--- src/rtl/lu_pkg.sv ---
// rtl/lu_pkg.sv - shared operation and state encodings for the sequential logic unit
package lu_pkg;

  typedef enum logic [1:0] {
    LU_AND = 2'b00,
    LU_OR  = 2'b01,
    LU_XOR = 2'b10,
    LU_NOR = 2'b11
  } lu_op_e;

  typedef enum logic [1:0] {
    LU_IDLE = 2'b00,
    LU_BUSY = 2'b01,
    LU_DONE = 2'b10
  } lu_state_e;

endpackage

--- src/rtl/lu_slice.sv ---
// rtl/lu_slice.sv - combinational SLICE-bit bitwise operation
module lu_slice
  import lu_pkg::*;
#(
  parameter int SLICE = 8
) (
  input  logic [SLICE-1:0] a,
  input  logic [SLICE-1:0] b,
  input  lu_op_e           op,
  output logic [SLICE-1:0] y
);

  always_comb begin
    y = '0;
    unique case (op)
      LU_AND:  y = a & b;
      LU_OR:   y = a | b;
      LU_XOR:  y = a ^ b;
      LU_NOR:  y = ~(a | b);
      default: y = '0;
    endcase
  end

endmodule

--- src/rtl/logic_unit_seq.sv ---
// rtl/logic_unit_seq.sv - sequential WIDTH-bit logic unit, SLICE bits per cycle (optional zero_o via LU_ZERO_FLAG_EN)
module logic_unit_seq
  import lu_pkg::*;
#(
  parameter int WIDTH = 32,
  parameter int SLICE = 8
) (
  input  logic             clk_i,
  input  logic             rst_ni,
  input  logic             flush_i,
  input  logic             in_valid_i,
  output logic             in_ready_o,
  input  logic [1:0]       op_i,
  input  logic [WIDTH-1:0] rs1_i,
  input  logic [WIDTH-1:0] rs2_i,
  output logic             out_valid_o,
  input  logic             out_ready_i,
  output logic [WIDTH-1:0] rd_o,
  output logic             busy_o
`ifdef LU_ZERO_FLAG_EN
  ,
  output logic             zero_o
`endif
);

  localparam int NSLICE = WIDTH / SLICE;
  localparam int CW     = (NSLICE > 1) ? $clog2(NSLICE) : 1;
  localparam logic [CW-1:0] LAST = CW'(NSLICE - 1);

  if (WIDTH % SLICE != 0) begin : g_bad_slice
    $error("logic_unit_seq: WIDTH must be a multiple of SLICE");
  end

  lu_state_e        state_q;
  logic [CW-1:0]    cnt_q;
  lu_op_e           op_q;
  logic [WIDTH-1:0] a_q;
  logic [WIDTH-1:0] b_q;
  logic [WIDTH-1:0] rd_q;
  logic [WIDTH-1:0] rd_next;
  logic [SLICE-1:0] a_sl;
  logic [SLICE-1:0] b_sl;
  logic [SLICE-1:0] y_sl;
  logic             accept;

  // Ready is combinational on out_ready_i so a drained result can be replaced in the same edge.
  assign in_ready_o  = !flush_i && ((state_q == LU_IDLE) ||
                                    ((state_q == LU_DONE) && out_ready_i));
  assign accept      = in_valid_i && in_ready_o;
  assign out_valid_o = (state_q == LU_DONE);
  assign busy_o      = (state_q != LU_IDLE);
  assign rd_o        = rd_q;

  always_comb begin
    a_sl    = '0;
    b_sl    = '0;
    rd_next = rd_q;
    for (int i = 0; i < NSLICE; i++) begin
      if (cnt_q == CW'(i)) begin
        a_sl                      = a_q[i*SLICE +: SLICE];
        b_sl                      = b_q[i*SLICE +: SLICE];
        rd_next[i*SLICE +: SLICE] = y_sl;
      end
    end
  end

  lu_slice #(.SLICE(SLICE)) u_slice (
    .a  (a_sl),
    .b  (b_sl),
    .op (op_q),
    .y  (y_sl)
  );

`ifdef LU_ZERO_FLAG_EN
  logic zero_q;
  assign zero_o = zero_q;

  always_ff @(posedge clk_i or negedge rst_ni) begin
    if (!rst_ni) begin
      zero_q <= 1'b0;
    end else if (flush_i || accept) begin
      zero_q <= 1'b0;
    end else if ((state_q == LU_BUSY) && (cnt_q == LAST)) begin
      zero_q <= (rd_next == '0);
    end
  end
`endif

  always_ff @(posedge clk_i or negedge rst_ni) begin
    if (!rst_ni) begin
      state_q <= LU_IDLE;
      cnt_q   <= '0;
      op_q    <= LU_AND;
      a_q     <= '0;
      b_q     <= '0;
      rd_q    <= '0;
    end else if (flush_i) begin
      state_q <= LU_IDLE;
      cnt_q   <= '0;
      rd_q    <= '0;
    end else begin
      unique case (state_q)
        LU_IDLE, LU_DONE: begin
          if (accept) begin
            op_q    <= lu_op_e'(op_i);
            a_q     <= rs1_i;
            b_q     <= rs2_i;
            rd_q    <= '0;
            cnt_q   <= '0;
            state_q <= LU_BUSY;
          end else if ((state_q == LU_DONE) && out_ready_i) begin
            state_q <= LU_IDLE;
          end
        end
        LU_BUSY: begin
          rd_q <= rd_next;
          if (cnt_q == LAST) begin
            cnt_q   <= '0;
            state_q <= LU_DONE;
          end else begin
            cnt_q <= cnt_q + 1'b1;
          end
        end
        default: begin
          state_q <= LU_IDLE;
          cnt_q   <= '0;
        end
      endcase
    end
  end

endmodule

--- config.mk ---
export PLATFORM = sky130hd
export DESIGN_NAME = logic_unit_seq
export DESIGN_NICKNAME = d
export VERILOG_FILES = /design/src/rtl/lu_pkg.sv /design/src/rtl/lu_slice.sv /design/src/rtl/logic_unit_seq.sv
export SDC_FILE = /design/constraint.sdc
export NUM_CORES = 1
export LEC_CHECK = 0
export ABC_AREA = 1
export CORE_MARGIN = 5
export CORE_UTILIZATION = 50
export DETAILED_ROUTE_END_ITERATION = 12
export PLACE_DENSITY = 0.78
export SYNTH_ARGS = -nofsm -noshare
export SYNTH_HDL_FRONTEND = slang
export SYNTH_SLANG_ARGS = --single-unit
export TNS_END_PERCENT = 20
--- constraint.sdc ---
create_clock -name clk_i -period 4.8 [get_ports clk_i]
set_input_delay 0.48 -clock clk_i [delete_from_list [all_inputs] [get_ports clk_i]]
set_output_delay 0.48 -clock clk_i [all_outputs]
set_load 0.01 [all_outputs]
==> flow_metrics.env, run 1 <==
export IMPL_run_status="complete, no violations"
export IMPL_whs_ns=0.106
export IMPL_antenna_cells=0
export IMPL_critical_path_most_common_cell="nand2_1"
export IMPL_power_mw=2.28
export IMPL_rrSetupSlack_ns=1.89
export IMPL_grt_ovfl_total=0
export IMPL_die_area_mm2=0.0127
export IMPL_synthMuxAreaShare_pct=0
export IMPL_cp_slowest_cell="ha_1"
export IMPL_ios=106
export IMPL_synth_compound_area_share_pct=5.48
export IMPL_cts_buffers=9
export IMPL_max_stage_delay_ns=0.58
export IMPL_clock_skew_ns=0.00777
export IMPL_arrival_ns=3.18
export IMPL_yosysWarnings=0
export IMPL_cts_reportedPaths_clkPinSlew_ns=0.10
export IMPL_leakagePower_nw=3.37
export IMPL_synth_cell_types=22
export IMPL_clock_path_buffers=2
export IMPL_tns_ns=0
export IMPL_drc_errors=0
export IMPL_synth_top_family_by_area="simple AND/OR/NAND/NOR gates"
export IMPL_grt_pass1_vias=4731
export IMPL_synthesis_area_mm2=0.00528
export IMPL_setup_violations=0
export IMPL_cts_root_buf="clkbuf_8"
export IMPL_relSlewSlack_pct=22.5
export IMPL_grt_pass1_wl_um=21900
export IMPL_syn_to_final_growth_pct=23.3
export IMPL_cap_violations=0
export IMPL_crit_fanout=18
export IMPL_end_kind="register"
export IMPL_ir_drop_v=0.000203
export IMPL_fmax_mhz=343
export IMPL_detailed_place_hpwl_um=9630
export IMPL_vias=4766
export IMPL_first_iter_violations=372
export IMPL_layout_nets=864
export IMPL_fin_crit_sh_pct=60.7
export IMPL_nFillCells=922
export IMPL_rows=37
export IMPL_min_path_type="in -> async"
export IMPL_wl_per_cell_um=14.2
export IMPL_initial_core_util_pct=51.1
export IMPL_post_cts_resized=0
export IMPL_dpl_instance_area_mm2=0.00631
export IMPL_cts_tree="yes"
export IMPL_avgViaCountPerCell=5.21
export IMPL_rr_startpoint="cnt_q[0]"
export IMPL_synth_seq_area_share_pct=48.4
export IMPL_die_w_um=113
export IMPL_synth_xor_area_share_pct=0
export IMPL_grt_max_degree=70
export IMPL_fin_area_mm2=0.00650
export IMPL_syn_avg_cell_area_um2=7.65
export IMPL_gp_congestion=0.855
export IMPL_ant_nets=0
export IMPL_cts_hold_buffers=0
export IMPL_synth_adder_area_share_pct=4.74
export IMPL_yosysTopAreaCell="dfrtp_1"
export IMPL_multi_input_area_mm2=0.00234
export IMPL_fin_crit_ns=2.91
export IMPL_hold_viol=0
export IMPL_h_tree_depth=3
export IMPL_cp_required_ns=5.07
export IMPL_cp_start_kind="register"
export IMPL_synth_seq_cells=102
export IMPL_synth_top_cells_by_area="dfrtp_1 48%, nand2_1 21%, nand3_1 10%, ha_1 4.7%, inv_1 2.8%"
export IMPL_track_usage_pct=20.9
export IMPL_r2r_end="rd_o[28]"
export IMPL_drive_gt1_share_pct=5.66
export IMPL_cp_cell_sequence="inv_1, ha_1, inv_1, nand2_1, nand2_1, o21ai_0, ha_1, nand3_1, nand3_1, nor2_1, nor2_2, nand2_1, nand2_1"
export IMPL_antenna_found_initial=0
export IMPL_cts_sinks=102
export IMPL_coreArea_mm2=0.0103
export IMPL_synth_top_cell_area_share_pct=48.4
export IMPL_rsz0062_at_grt="no"
export IMPL_area_sequential_mm2=0.00255
export IMPL_routed_wl_um=13000
export IMPL_die_h_um=113
export IMPL_path_class="reg -> reg"
export IMPL_drtPass1Iterations=5
export IMPL_clock_latency_ns=0.37
export IMPL_reg2reg_depth=13
export IMPL_portBuffers=105
export IMPL_p_per_area_mw_per_mm2=351
export IMPL_slew_viol_final=0
export IMPL_postCtsSetupRepairBufs=0
export IMPL_synthCells=690
export IMPL_tightest_slew_ns=1.16
export IMPL_yosys_area_share_simple_pct=34.0
export IMPL_syn_nets=781
## area by class of cell
cell class	instances	share of cell area [%]
multi-input combinational	503	36.0
inverter	49	2.83
clock buffer	10	1.96
timing repair buffer	108	16.4
clock inverter	6	0.943
sequential	102	39.2
tap	136	2.62
## placed cells by master (no fill, tap or decap), types with 2 or more instances in the layout
master / n
nand2_1: 290
nand3_1: 105
clkdlybuf4s50_1: 103
dfrtp_1: 102
inv_1: 39
nor2_1: 24
a21oi_1: 21
ha_1: 20
o21ai_0: 18
nor2_2: 11
clkbuf_8: 9
inv_2: 8
o211ai_1: 8
buf_4: 4
clkinv_2: 3
a21oi_4: 2
clkinv_1: 2
nand2_2: 2
## cells by family (layout without fill, tap and decap cells)
| logic type | Yosys count | in the layout |
|---|---|---|
| simple gates | 433 | 433 |
| compound gates | 50 | 50 |
| buf+inv | 85 | 173 |
| fa+ha+maj | 20 | 20 |
| flops | 102 | 102 |
## per-stage QoR
step	utilization (%)	setup slack (ns)	std cells
floorplan	-	2.67	690
global placement	61.2	1.93	898
detailed placement	61.2	1.80	898
CTS	63.0	1.90	914
global route	63.0	1.57	914
finish	63.0	1.89	914
## where the power goes
part / switching, mW / internal, mW / total, mW
clock: 0.293 / 0.241 / 0.534
sequential: 0.0975 / 0.998 / 1.10
combinational: 0.380 / 0.275 / 0.655
total: 0.771 / 1.51 / 2.28
## metal layers
metal  global-route usage [%]  up-vias  wire (um)
li1                         -     2344          -
met1                     28.2     2222       5560
met2                     33.7      168       6210
met3                     4.33       32        851
met4                     7.13        0        337
met5                        0        -          0
## state kept, by name (all words and copies together), names as in the netlist
| register | cells |
|---|---|
| state_q | 2 |
| op_q | 2 |
| b_q | 32 |
| a_q | 32 |
| rd_o | 32 |
| cnt_q | 2 |
## worst max-delay path, delay by kind of cell, from the launching register on
kind / cells / cell delay, ns
and+or+nand+nor: 8 / 0.78
buffers and inverters: 2 / 0.55
DFF: 1 / 0.43
adders and majority gates: 2 / 0.89
AOI/OAI and AO/OA: 1 / 0.15
## worst max path at each step
| stage | startpoint | cells after the start | slack, ns | endpoint |
|---|---|---|---|---|
| finish | cnt_q[0] | 13 | 1.89 | rd_o[28] |
| global route | cnt_q[1] | 15 | 1.57 | rd_o[9] |
| CTS | cnt_q[0] | 13 | 1.90 | rd_o[24] |
| detailed placement | flush_i | 7 | 1.80 | op_q[1] |
| global placement | flush_i | 7 | 1.93 | op_q[0] |
| floorplan | cnt_q[0] | 16 | 2.67 | rd_o[12] |
## Yosys cell counts (all sizes together)
cell,instances
o211ai,8
a21oi,23
buf,30
clkinv,2
ha,20
clkbuf,6
dfrtp,102
nor2,35
nand3,105
a22o,1
inv,47
o21ai,18
nor3,1
nand2,292
(Power assumes the default switching activity.)
==> run 2: changes to the inputs <==
==> constraint.sdc (replaced) <==
create_clock -name clk_i -period 3.05 [get_ports clk_i]
set_input_delay 0.305 -clock clk_i [delete_from_list [all_inputs] [get_ports clk_i]]
set_output_delay 0.305 -clock clk_i [all_outputs]
set_load 0.01 [all_outputs]
==> run 2 against run 1 <==
Net effect: sequential power grew 58%; clock-buffer cell count down 1; non-clock buffer count grew 8; worst setup slack got worse by 1.5 ns; power increased by 63%; wire length grew 1.2%; utilization rose by 0.97 points; via count decreased by 0.40%; critical path depth increased by 2.
==> flow_metrics.env, run 2 (synthesis gave the netlist of run 1 again) <==
export IMPL_run_status="complete, no violations"
export IMPL_whs_ns=0.0984
export IMPL_cts_buffers=9
export IMPL_cts_hold_buffers=0
export IMPL_setup_violations=0
export IMPL_detailed_place_hpwl_um=9850
export IMPL_grt_pass1_vias=4686
export IMPL_layout_nets=872
export IMPL_vias=4747
export IMPL_cts_reportedPaths_clkPinSlew_ns=0.10
export IMPL_end_kind="register"
export IMPL_crit_path_start="cnt_q[1]"
export IMPL_syn_to_final_growth_pct=25.2
export IMPL_internal_power_mw=2.48
export IMPL_hold_viol=0
export IMPL_arrival_ns=2.98
export IMPL_antenna_cells=0
export IMPL_cts_sinks=102
export IMPL_rsz0062_at_grt="no"
export IMPL_final_cell_mix="290 x nand2_1, 105 x nand3_1, 103 x clkdlybuf4s50_1"
export IMPL_clock_path_buffers=2
export IMPL_p_clk_share_pct=26.0
export IMPL_cp_slowest_cell="ha_1"
export IMPL_first_iter_violations=390
export IMPL_power_frac_comb_pct=27.5
export IMPL_nFillCells=917
export IMPL_critical_path_top_delay_family="simple AND/OR/NAND/NOR gates"
export IMPL_cts_tree="yes"
export IMPL_drc_errors=0
export IMPL_final_common_cell="nand2_1"
export IMPL_p_per_area_mw_per_mm2=565
export IMPL_rows=37
export IMPL_portBuffers=105
export IMPL_grt_max_degree=86
export IMPL_relSlewSlack_pct=30.4
export IMPL_postCtsSetupRepairBufs=0
export IMPL_ant_nets=0
export IMPL_rr_startpoint="cnt_q[1]"
export IMPL_p_switching_mw=1.25
export IMPL_tns_ns=0
export IMPL_share_seq_of_total_power_pct=46.5
export IMPL_tightest_slew_ns=1.04
export IMPL_track_usage_pct=21.1
export IMPL_max_stage_delay_ns=0.50
export IMPL_gp_congestion=0.857
export IMPL_cp_required_ns=3.37
export IMPL_swShare_pct=33.5
export IMPL_grt_ovfl_total=0
export IMPL_avgViaCountPerCell=5.15
export IMPL_critical_path_buf_inv_count=3
export IMPL_critical_path_most_common_cell="nand2_1"
export IMPL_post_route_util_pct=64.0
export IMPL_ir_drop_v=0.000319
export IMPL_cts_root_buf="clkbuf_8"
export IMPL_clock_skew_ns=0.0119
export IMPL_cap_violations=0
export IMPL_h_tree_depth=3
export IMPL_clock_latency_ns=0.37
export IMPL_path_class="reg -> reg"
export IMPL_min_path_type="in -> async"
export IMPL_fmax_mhz=375
export IMPL_post_cts_resized=0
export IMPL_fin_crit_sh_pct=87.3
export IMPL_slew_viol_final=0
export IMPL_fin_crit_ns=2.66
export IMPL_coreArea_mm2=0.0103
export IMPL_cp_start_kind="register"
export IMPL_ios=106
export IMPL_initial_core_util_pct=51.1
export IMPL_die_h_um=113
export IMPL_routed_wl_um=13100
export IMPL_drtPass1Iterations=8
export IMPL_die_w_um=113
export IMPL_drive_gt1_share_pct=6.74
export IMPL_wl_per_cell_um=14.2
export IMPL_antenna_found_initial=0
export IMPL_leakagePower_nw=3.43
export IMPL_cp_cell_sequence="inv_1, ha_1, buf_4, a21oi_1, nand2_1, o211ai_1, nand2_1, inv_1, ha_1, nand3_1, nand3_1, nor2_1, nor2_2, nand2_1, nand2_1"
export IMPL_crit_fanout=18
export IMPL_grt_pass1_wl_um=22100
export IMPL_die_area_mm2=0.0127
[run 2: cell count changes in the layout (fill, tap and decap cells not counted), moves of 2 or more]
cell	previous run	this run
inv_8	0	2
buf_4	4	12
clkinv_4	0	2
clkinv_2	3	1
[run 2: power groups by stage]
stage                     logic, mW  clock network [mW]  registers, mW
final                          1.03               0.968           1.74
after global routing           1.17                1.04           1.76
after detailed placement       1.03                   0           1.76
after global placement        0.983                   0           1.75
after floorplan               0.652                   0           1.71
after CTS                      1.03               0.979           1.73
[run 2: layout make-up]
type / instances / area [um^2] / share of cell area [%]
clock buffer: 9 / 124 / 1.88
clock inverter: 7 / 105 / 1.59
inverter: 49 / 184 / 2.79
multi-input combinational: 503 / 2340 / 35.5
sequential: 102 / 2550 / 38.7
tap: 136 / 170 / 2.58
timing repair buffer: 116 / 1130 / 17.1
[run 2: final timing paths]
| path | cells after the start | slack [ns] | to |
|---|---|---|---|
| worst min-delay path | 1 | 0.1 | rd_o[10] |
| worst max-delay path | 15 | 0.39 | rd_o[6] |
| min in group clk_i | 3 | 0.44 | a_q[22] |
| worst min register to register | 2 | 0.48 | a_q[3] |
| worst max register to register | 15 | 0.39 | rd_o[6] |
| max in group asynchronous | 2 | 2.12 | a_q[28] |
[run 2: metal layers]
metal | part of all wire, % | track usage, % | vias to the layer above
met2 | 47 | 33.6 | 156
met3 | 5.4 | 3.10 | 21
met5 | 0 | 0 | -
met1 | 45 | 29.7 | 2197
met4 | 2.3 | 7.29 | 0
li1 | - | - | 2373
[run 2: worst reg2reg max path: stages, from the launching register on]
cell	delay [ns]
dfrtp_1	0.42
inv_1	0.09
ha_1	0.50
buf_4	0.27
a21oi_1	0.07
nand2_1	0.07
o211ai_1	0.10
nand2_1	0.11
inv_1	0.05
ha_1	0.27
nand3_1	0.08
nand3_1	0.11
nor2_1	0.06
nor2_2	0.24
nand2_1	0.11
nand2_1	0.08
[run 2: metrics by stage]
stage	power (mW)	cell area [um^2]	setup WS (ns)	instances
2_1_floorplan	2.36	5280	0.921	690
3_3_place_gp	2.74	6370	0.573	906
3_5_place_dp	2.79	6370	0.424	906
4_1_cts	3.75	6600	0.386	922
5_1_grt	3.97	6600	0.136	922
6_report	3.73	6600	0.387	922
